File: config.mk
export PLATFORM = sky130hd
export DESIGN_NAME = punc_mem_arbiter
export DESIGN_NICKNAME = d
export VERILOG_FILES = /design/src/rtl/punc_mem_arbiter_pkg.sv /design/src/rtl/punc_mem_arbiter_sat_counter.sv /design/src/rtl/punc_mem_arbiter.sv
export SDC_FILE = /design/constraint.sdc
export NUM_CORES = 1
export LEC_CHECK = 0
export CORE_MARGIN = 2
export CORE_UTILIZATION = 31
export DETAILED_ROUTE_END_ITERATION = 7
export PLACE_DENSITY_LB_ADDON = 0.1
export SLEW_MARGIN = 20
export SYNTH_ARGS = -nofsm -noshare
export SYNTH_HDL_FRONTEND = slang
export SYNTH_SLANG_ARGS = --single-unit
File: constraint.sdc
create_clock -name clk -period 2.01 [get_ports clk]
set_clock_uncertainty 0.15 [all_clocks]
set_input_delay 0.201 -clock clk [delete_from_list [all_inputs] [get_ports clk]]
set_output_delay 0.201 -clock clk [all_outputs]
set_load 0.05 [all_outputs]
File: src/rtl/punc_mem_arbiter_pkg.sv
// Shared definitions for the PUnC memory arbiter: owner encodings, port indices
// and default widths.
package punc_mem_arbiter_pkg;

    localparam int unsigned ADDR_W_DEF       = 16;
    localparam int unsigned DATA_W_DEF       = 16;
    localparam int unsigned STARVE_LIMIT_DEF = 8;
    localparam int unsigned LOCK_MAX_DEF     = 4;

    localparam int unsigned PORT_CPU  = 0;
    localparam int unsigned PORT_DBG  = 1;
    localparam int unsigned NUM_PORTS = 2;

    typedef enum logic [1:0] {
        IDLE     = 2'd0,
        LOCK_CPU = 2'd1,
        LOCK_DBG = 2'd2
    } owner_e;

    // Bits needed to hold values 0..limit inclusive.
    function automatic int unsigned cnt_width(input int unsigned limit);
        return (limit < 1) ? 1 : $clog2(limit + 1);
    endfunction

endpackage

File: src/rtl/punc_mem_arbiter_sat_counter.sv
// Saturating up-counter with synchronous clear; flags when the limit is held.
module punc_sat_counter #(
    parameter int unsigned LIMIT = 8
) (
    input  logic clk,
    input  logic rst,
    input  logic inc,
    input  logic clr,
    output logic at_limit
);
    import punc_mem_arbiter_pkg::*;

    localparam int unsigned        CNT_W   = cnt_width(LIMIT);
    localparam logic [CNT_W-1:0]   LIMIT_V = CNT_W'(LIMIT);

    logic [CNT_W-1:0] count_q;
    logic [CNT_W-1:0] count_d;

    always_comb begin
        count_d = count_q;
        if (clr) begin
            count_d = '0;
        end else if (inc && (count_q != LIMIT_V)) begin
            count_d = count_q + CNT_W'(1);
        end
    end

    always_ff @(posedge clk or posedge rst) begin
        if (rst) begin
            count_q <= '0;
        end else begin
            count_q <= count_d;
        end
    end

    assign at_limit = (count_q == LIMIT_V);

endmodule

File: src/rtl/punc_mem_arbiter.sv
// Single-port LC3 memory arbiter: CPU has fixed priority, debug port is protected
// from starvation, and either port may lock the memory across back-to-back accesses.
module punc_mem_arbiter
    import punc_mem_arbiter_pkg::*;
#(
    parameter int unsigned ADDR_W       = ADDR_W_DEF,
    parameter int unsigned DATA_W       = DATA_W_DEF,
    parameter int unsigned STARVE_LIMIT = STARVE_LIMIT_DEF,
    parameter int unsigned LOCK_MAX     = LOCK_MAX_DEF
) (
    input  logic              clk,
    input  logic              rst,

    input  logic              cpu_req,
    input  logic              cpu_we,
    input  logic              cpu_lock,
    input  logic [ADDR_W-1:0] cpu_addr,
    input  logic [DATA_W-1:0] cpu_wdata,
    output logic              cpu_gnt,
    output logic              cpu_rvalid,
    output logic [DATA_W-1:0] cpu_rdata,

    input  logic              dbg_req,
    input  logic              dbg_we,
    input  logic              dbg_lock,
    input  logic [ADDR_W-1:0] dbg_addr,
    input  logic [DATA_W-1:0] dbg_wdata,
    output logic              dbg_gnt,
    output logic              dbg_rvalid,
    output logic [DATA_W-1:0] dbg_rdata,

    output logic [ADDR_W-1:0] mem_addr,
    output logic              mem_we,
    output logic [DATA_W-1:0] mem_wdata,
    input  logic [DATA_W-1:0] mem_rdata
);

    owner_e                 state_q;
    owner_e                 state_d;
    logic [NUM_PORTS-1:0]   gnt_c;
    logic                   locked;
    logic                   owner_req;
    logic                   starve_hit;
    logic                   lock_expired;

    logic                   cpu_rd_q;
    logic                   cpu_rd_d;
    logic                   dbg_rd_q;
    logic                   dbg_rd_d;
    logic [DATA_W-1:0]      cpu_hold_q;
    logic [DATA_W-1:0]      cpu_hold_d;
    logic [DATA_W-1:0]      dbg_hold_q;
    logic [DATA_W-1:0]      dbg_hold_d;

    assign locked    = (state_q != IDLE);
    assign owner_req = (state_q == LOCK_CPU) ? cpu_req : dbg_req;

    // Counts denied cycles of a pending debug request; saturates to force a debug grant.
    punc_sat_counter #(
        .LIMIT    (STARVE_LIMIT)
    ) u_starve_cnt (
        .clk      (clk),
        .rst      (rst),
        .inc      (dbg_req & ~gnt_c[PORT_DBG]),
        .clr      (gnt_c[PORT_DBG] | ~dbg_req),
        .at_limit (starve_hit)
    );

    // Counts idle cycles of a lock owner so an abandoned lock cannot wedge the memory.
    punc_sat_counter #(
        .LIMIT    (LOCK_MAX)
    ) u_lock_cnt (
        .clk      (clk),
        .rst      (rst),
        .inc      (locked & ~owner_req),
        .clr      ((|gnt_c) | ~locked),
        .at_limit (lock_expired)
    );

    always_ff @(posedge clk or posedge rst) begin
        if (rst) begin
            state_q <= IDLE;
        end else begin
            state_q <= state_d;
        end
    end

    always_comb begin
        state_d = state_q;
        if (gnt_c[PORT_CPU]) begin
            state_d = cpu_lock ? LOCK_CPU : IDLE;
        end else if (gnt_c[PORT_DBG]) begin
            state_d = dbg_lock ? LOCK_DBG : IDLE;
        end else if (locked && lock_expired) begin
            state_d = IDLE;
        end
    end

    // Grant selection and memory mux; nothing is granted or written while in reset.
    always_comb begin
        gnt_c = '0;
        case (state_q)
            IDLE: begin
                if (starve_hit && dbg_req) begin
                    gnt_c[PORT_DBG] = 1'b1;
                end else if (cpu_req) begin
                    gnt_c[PORT_CPU] = 1'b1;
                end else if (dbg_req) begin
                    gnt_c[PORT_DBG] = 1'b1;
                end
            end
            LOCK_CPU: gnt_c[PORT_CPU] = cpu_req;
            LOCK_DBG: gnt_c[PORT_DBG] = dbg_req;
            default:  gnt_c = '0;
        endcase
        if (rst) begin
            gnt_c = '0;
        end

        if (gnt_c[PORT_DBG]) begin
            mem_addr  = dbg_addr;
            mem_wdata = dbg_wdata;
            mem_we    = dbg_we;
        end else begin
            mem_addr  = cpu_addr;
            mem_wdata = cpu_wdata;
            mem_we    = gnt_c[PORT_CPU] & cpu_we;
        end
    end

    assign cpu_gnt = gnt_c[PORT_CPU];
    assign dbg_gnt = gnt_c[PORT_DBG];

    // Read return: memory answers one cycle after the grant; last data is held.
    always_comb begin
        cpu_rd_d   = gnt_c[PORT_CPU] & ~cpu_we;
        dbg_rd_d   = gnt_c[PORT_DBG] & ~dbg_we;
        cpu_hold_d = cpu_rd_q ? mem_rdata : cpu_hold_q;
        dbg_hold_d = dbg_rd_q ? mem_rdata : dbg_hold_q;
    end

    always_ff @(posedge clk or posedge rst) begin
        if (rst) begin
            cpu_rd_q   <= 1'b0;
            dbg_rd_q   <= 1'b0;
            cpu_hold_q <= '0;
            dbg_hold_q <= '0;
        end else begin
            cpu_rd_q   <= cpu_rd_d;
            dbg_rd_q   <= dbg_rd_d;
            cpu_hold_q <= cpu_hold_d;
            dbg_hold_q <= dbg_hold_d;
        end
    end

    assign cpu_rvalid = cpu_rd_q;
    assign dbg_rvalid = dbg_rd_q;
    assign cpu_rdata  = cpu_rd_q ? mem_rdata : cpu_hold_q;
    assign dbg_rdata  = dbg_rd_q ? mem_rdata : dbg_hold_q;

endmodule

==> impl.org <==
** Final layout
- The number of antenna diodes in the final layout is 0.
- Relative to the synthesized area, the layout overhead comes to 104%.
- Fill cells in the final layout number approximately 560.
- Ratio of cells with drive above 1 in the final layout :: between 50% and 60%
- In the layout the commonest cells are 87 x sky130_fd_sc_hd__clkdlybuf4s50_1, 48 x sky130_fd_sc_hd__buf_4, 41 x sky130_fd_sc_hd__dfrtp_1.
- Final design area excluding fillers :: about 0.0045 mm^2
- Final-stage net count :: approximately 430
- The library cell used most frequently in the layout, excluding fill and tap cells, is sky130_fd_sc_hd__clkdlybuf4s50_1.

** Logic synthesis
- Syn nets :: between 200 and 300
- The synthesized design contains 43 register bits.
- Post-synthesis cell area :: 0.00219 mm^2
- Post-synthesis area per instance :: 13.4 um^2
- Yosys cell types :: 30
- Sequential elements use between 40 and 50% of the synthesized area.
- Post-Synthesis Cells :: 163
- Number of synthesis warnings :: 0

** Clock tree
- H-tree depth :: 2
- The clock passes through at most 2 buffers.
- Library cell used as clock root buffer :: sky130_fd_sc_hd__clkbuf_8
- The clock drives between 40 and 50 sinks.
- Clock-pin slew was measured on the worst setup and hold paths at 0.08 ns.
- Number of CTS-inserted buffers :: 5
- Insertion delay of the later-clocked pin in the worst-skew pair :: 0.30 ns
- TritonCTS built the clock tree.
- For this design, the CTS-stage hold fixing added 0 buffers.

** Power and ir drop
- Power Density :: ~1300 mW/mm^2
- The worst-case IR drop observed on VDD is 0.00146 V.
- Static leakage :: ~2.1 nW

** Critical path
- Buffer and inverter count on the worst path :: 3
- Origin of the worst setup path :: u_starve_cnt.count_q[0]
- Crit path capture type :: output pin
- Largest delay contributor family on the critical path :: buffers and inverters
- Delay of the slowest cell on the worst path :: around 0.37 ns
- In this run the worst path has a maximum fanout of 25.
- Required arrival time at the worst endpoint :: about 1.7 ns
- Walking the worst path, the cells encountered are inv_2 -> ha_4 -> and3b_2 -> o21ai_4 -> buf_12 -> mux2_4 -> buf_12.
- Crit Path Category :: flop to output pin
- The worst register-to-register path begins at u_starve_cnt.count_q[0].
- The slowest stage of the critical path belongs to the cell sky130_fd_sc_hd__dfrtp_1.
- Most frequent cell on the critical path :: sky130_fd_sc_hd__buf_12
- The worst setup path is launched from a flop.
- Data on the critical path arrives at its endpoint at ~2 ns.

** Die
- In this run the standard cell core region covers approximately 0.0068 mm^2.
- around 160 I/O pins were placed.
- Width of the die :: roughly 88 um
- Y dimension of the die :: ~88 um
- Die area :: between 0.007 and 0.008 mm^2
- Row generation in the floorplan step produced 30 rows.
- Effective utilization at floorplan :: 32.1%

** STA
- Portion of the clock cycle consumed by the worst path in the final layout :: 117%
- Setup repair after global routing could not meet its margin everywhere.
- Subtracting the final worst setup slack from the clock period gives approximately 2.3 ns.
- Peak Freq :: between 400 and 500 MHz
- The final hold violation count is 0.
- Max_slew headroom :: around two thirds
- Once routing completed, OpenROAD measured the worst setup slack at -0.337 ns.
- Transition at the pin with the smallest max-transition slack :: about 0.53 ns
- Setup violations remaining at the end of the flow were counted as 35.
- WHS :: ~0.32 ns
- Count of pins over their slew limit :: 0

** Detailed routing
- Once detail routing completed, the nets flagged for antenna violations numbered 0.
- Across all layers, the routed design uses 1924 vias.
- The first detailed-routing pass took 3 iterations.
- Drt first-iter violations :: 17
- Routed WL per cell :: around 17 um
- Detailed-route wire length :: 7420 um
- For this run, design rule violations remaining after detail routing come to 0.
- Dividing the detail-routed via count by the number of cells gives 4.44.

** Global route
- After global routing the overflow that remains totals 0.
- The initial antenna violation count came to 0.
- Across every metal layer, demand over resource in global routing totals 18.7%.
- Vias in the first global route :: 1996
- Entering global routing, the biggest net connects 44 pins.
- The first global-routing pass estimated ~11000 um of wire.

** Placement
- The count of buffers added on input and output ports is around 160.
- Half-perimeter wire length of the detailed placement result :: roughly 6000 um
- Final RePlAce weighted congestion :: 0.739
- Post-place instance area :: 0.00430 mm^2

** Min path
- The startpoint identified for the worst hold timing path is dbg_lock.
- Class of the worst hold path :: input port to flop

** Status
- The checks that failed: negative setup slack.
- The flow ran to the end, but the final reports show violations.

** Run
- # Max-Cap Violations :: 0
## synthesized netlist by cell type
cell | number | area (um^2)
sky130_fd_sc_hd__nand2_2 | 1 | 6.26
sky130_fd_sc_hd__a21oi_1 | 1 | 5.00
sky130_fd_sc_hd__dfrtp_1 | 43 | 1080
sky130_fd_sc_hd__nand2b_1 | 1 | 6.26
sky130_fd_sc_hd__clkbuf_1 | 2 | 7.51
sky130_fd_sc_hd__o21ai_0 | 2 | 10.0
sky130_fd_sc_hd__buf_1 | 2 | 7.51
sky130_fd_sc_hd__o21ai_4 | 1 | 16.3
sky130_fd_sc_hd__a311oi_2 | 1 | 15.0
sky130_fd_sc_hd__mux2_2 | 62 | 698
sky130_fd_sc_hd__inv_1 | 7 | 26.3
sky130_fd_sc_hd__buf_8 | 1 | 15.0
sky130_fd_sc_hd__o21bai_1 | 1 | 7.51
sky130_fd_sc_hd__nor3b_2 | 1 | 12.5
sky130_fd_sc_hd__o2111ai_1 | 1 | 8.76
sky130_fd_sc_hd__nor2b_1 | 2 | 12.5
sky130_fd_sc_hd__buf_6 | 3 | 33.8
sky130_fd_sc_hd__nor3_2 | 1 | 10.0
sky130_fd_sc_hd__a22o_1 | 1 | 8.76
sky130_fd_sc_hd__xor2_1 | 2 | 17.5
sky130_fd_sc_hd__nand3_1 | 2 | 10.0
sky130_fd_sc_hd__xnor2_1 | 3 | 26.3
sky130_fd_sc_hd__and3b_1 | 1 | 8.76
sky130_fd_sc_hd__mux2i_1 | 2 | 20.0
sky130_fd_sc_hd__ha_1 | 4 | 50.1
sky130_fd_sc_hd__o211ai_1 | 1 | 7.51
sky130_fd_sc_hd__nor2_1 | 7 | 26.3
sky130_fd_sc_hd__nand2_1 | 4 | 15.0
sky130_fd_sc_hd__inv_2 | 1 | 3.75
sky130_fd_sc_hd__mux2_1 | 2 | 22.5
## registers in the layout, indices dropped and copies added (netlist names)
name                  count
dbg_hold_q               16
state_q                   2
cpu_hold_q               16
u_starve_cnt.count_q      4
u_lock_cnt.count_q        3
cpu_rvalid                1
dbg_rvalid                1
## stage by stage
step / total power [mW] / setup TNS (ns) / setup slack (ns) / cells / util (%)
after global routing: 5.97 / -13.69 / -0.415 / 433 / 65.5
final: 5.70 / -10.97 / -0.337 / 433 / 65.5
after detailed placement: 5.01 / -2.78 / -0.111 / 423 / 62.9
after floorplan: 3.70 / -1.93 / -0.158 / 163 / -
after CTS: 5.74 / -11.32 / -0.349 / 431 / 64.9
after global placement: 4.96 / -1.92 / -0.0656 / 423 / 62.9
## cell type report
type | count | area (um^2) | share of cell area, %
repair buffers | 174 | 1970 | 44.1
clock inverters | 2 | 38.8 | 0.867
multi-input cells | 104 | 1150 | 25.8
inverters | 8 | 30.0 | 0.671
flip-flops and latches | 43 | 1080 | 24.1
clock buffers | 6 | 82.6 | 1.85
well taps | 96 | 120 | 2.68
## cell families (layout without fill, tap and decap cells)
family	Yosys count	after routing	share of synthesized area, %
DFF	43	43	49.1
AOI/OAI and AO/OA	9	9	3.60
muxes	66	66	33.8
xor gates and xnor gates	5	5	2.00
and+or+nand+nor	20	20	4.91
adders and majority gates	4	4	2.28
buffers and inverters	16	190	4.28
## where the power goes
part	switching, mW	internal, mW	leakage [nW]
logic	2.20	1.45	1.47
registers	0.123	1.22	0.524
clock network	0.301	0.409	0.0618
total	2.62	3.08	2.05
## final timing paths
kind | slack, ns | cells past startpoint | end
setup / recovery | -0.34 | 7 | mem_wdata[5]
hold / removal | 0.32 | 3 | state_q[1]
setup reg to reg | 0.24 | 8 | state_q[0]
hold reg to reg | 0.35 | 1 | dbg_hold_q[6]
max in group asynchronous | 0.93 | 4 | cpu_rvalid
min in group asynchronous | 0.39 | 4 | u_lock_cnt.count_q[2]
## routing by layer
layer  up-vias  share of wire, %  GRT usage, %
li1        917                 -             -
met1       924                37          20.9
met2        78                52          34.0
met3         5               9.4          6.60
met4         0              0.94          4.96
met5         -                 0             0
## worst register-to-register path, cell delays in order, from the launching register on
cell and delay (ns):
sky130_fd_sc_hd__dfrtp_1 0.37, sky130_fd_sc_hd__inv_2 0.06, sky130_fd_sc_hd__ha_4 0.14, sky130_fd_sc_hd__and3b_2 0.22, sky130_fd_sc_hd__buf_6 0.13, sky130_fd_sc_hd__a311oi_4 0.32
sky130_fd_sc_hd__buf_6 0.17, sky130_fd_sc_hd__nand2_1 0.05, sky130_fd_sc_hd__o21ai_0 0.07
## what timing repair did
| action | CTS | global route |
|---|---|---|
| buffers inserted | 0 | 2 |
| endpoints found under the setup margin | 35 | 35 |
| gates resized for setup | 3 | 7 |
| pin swaps | 0 | 1 |
No activity file was read; power rests on OpenSTA's default activity.
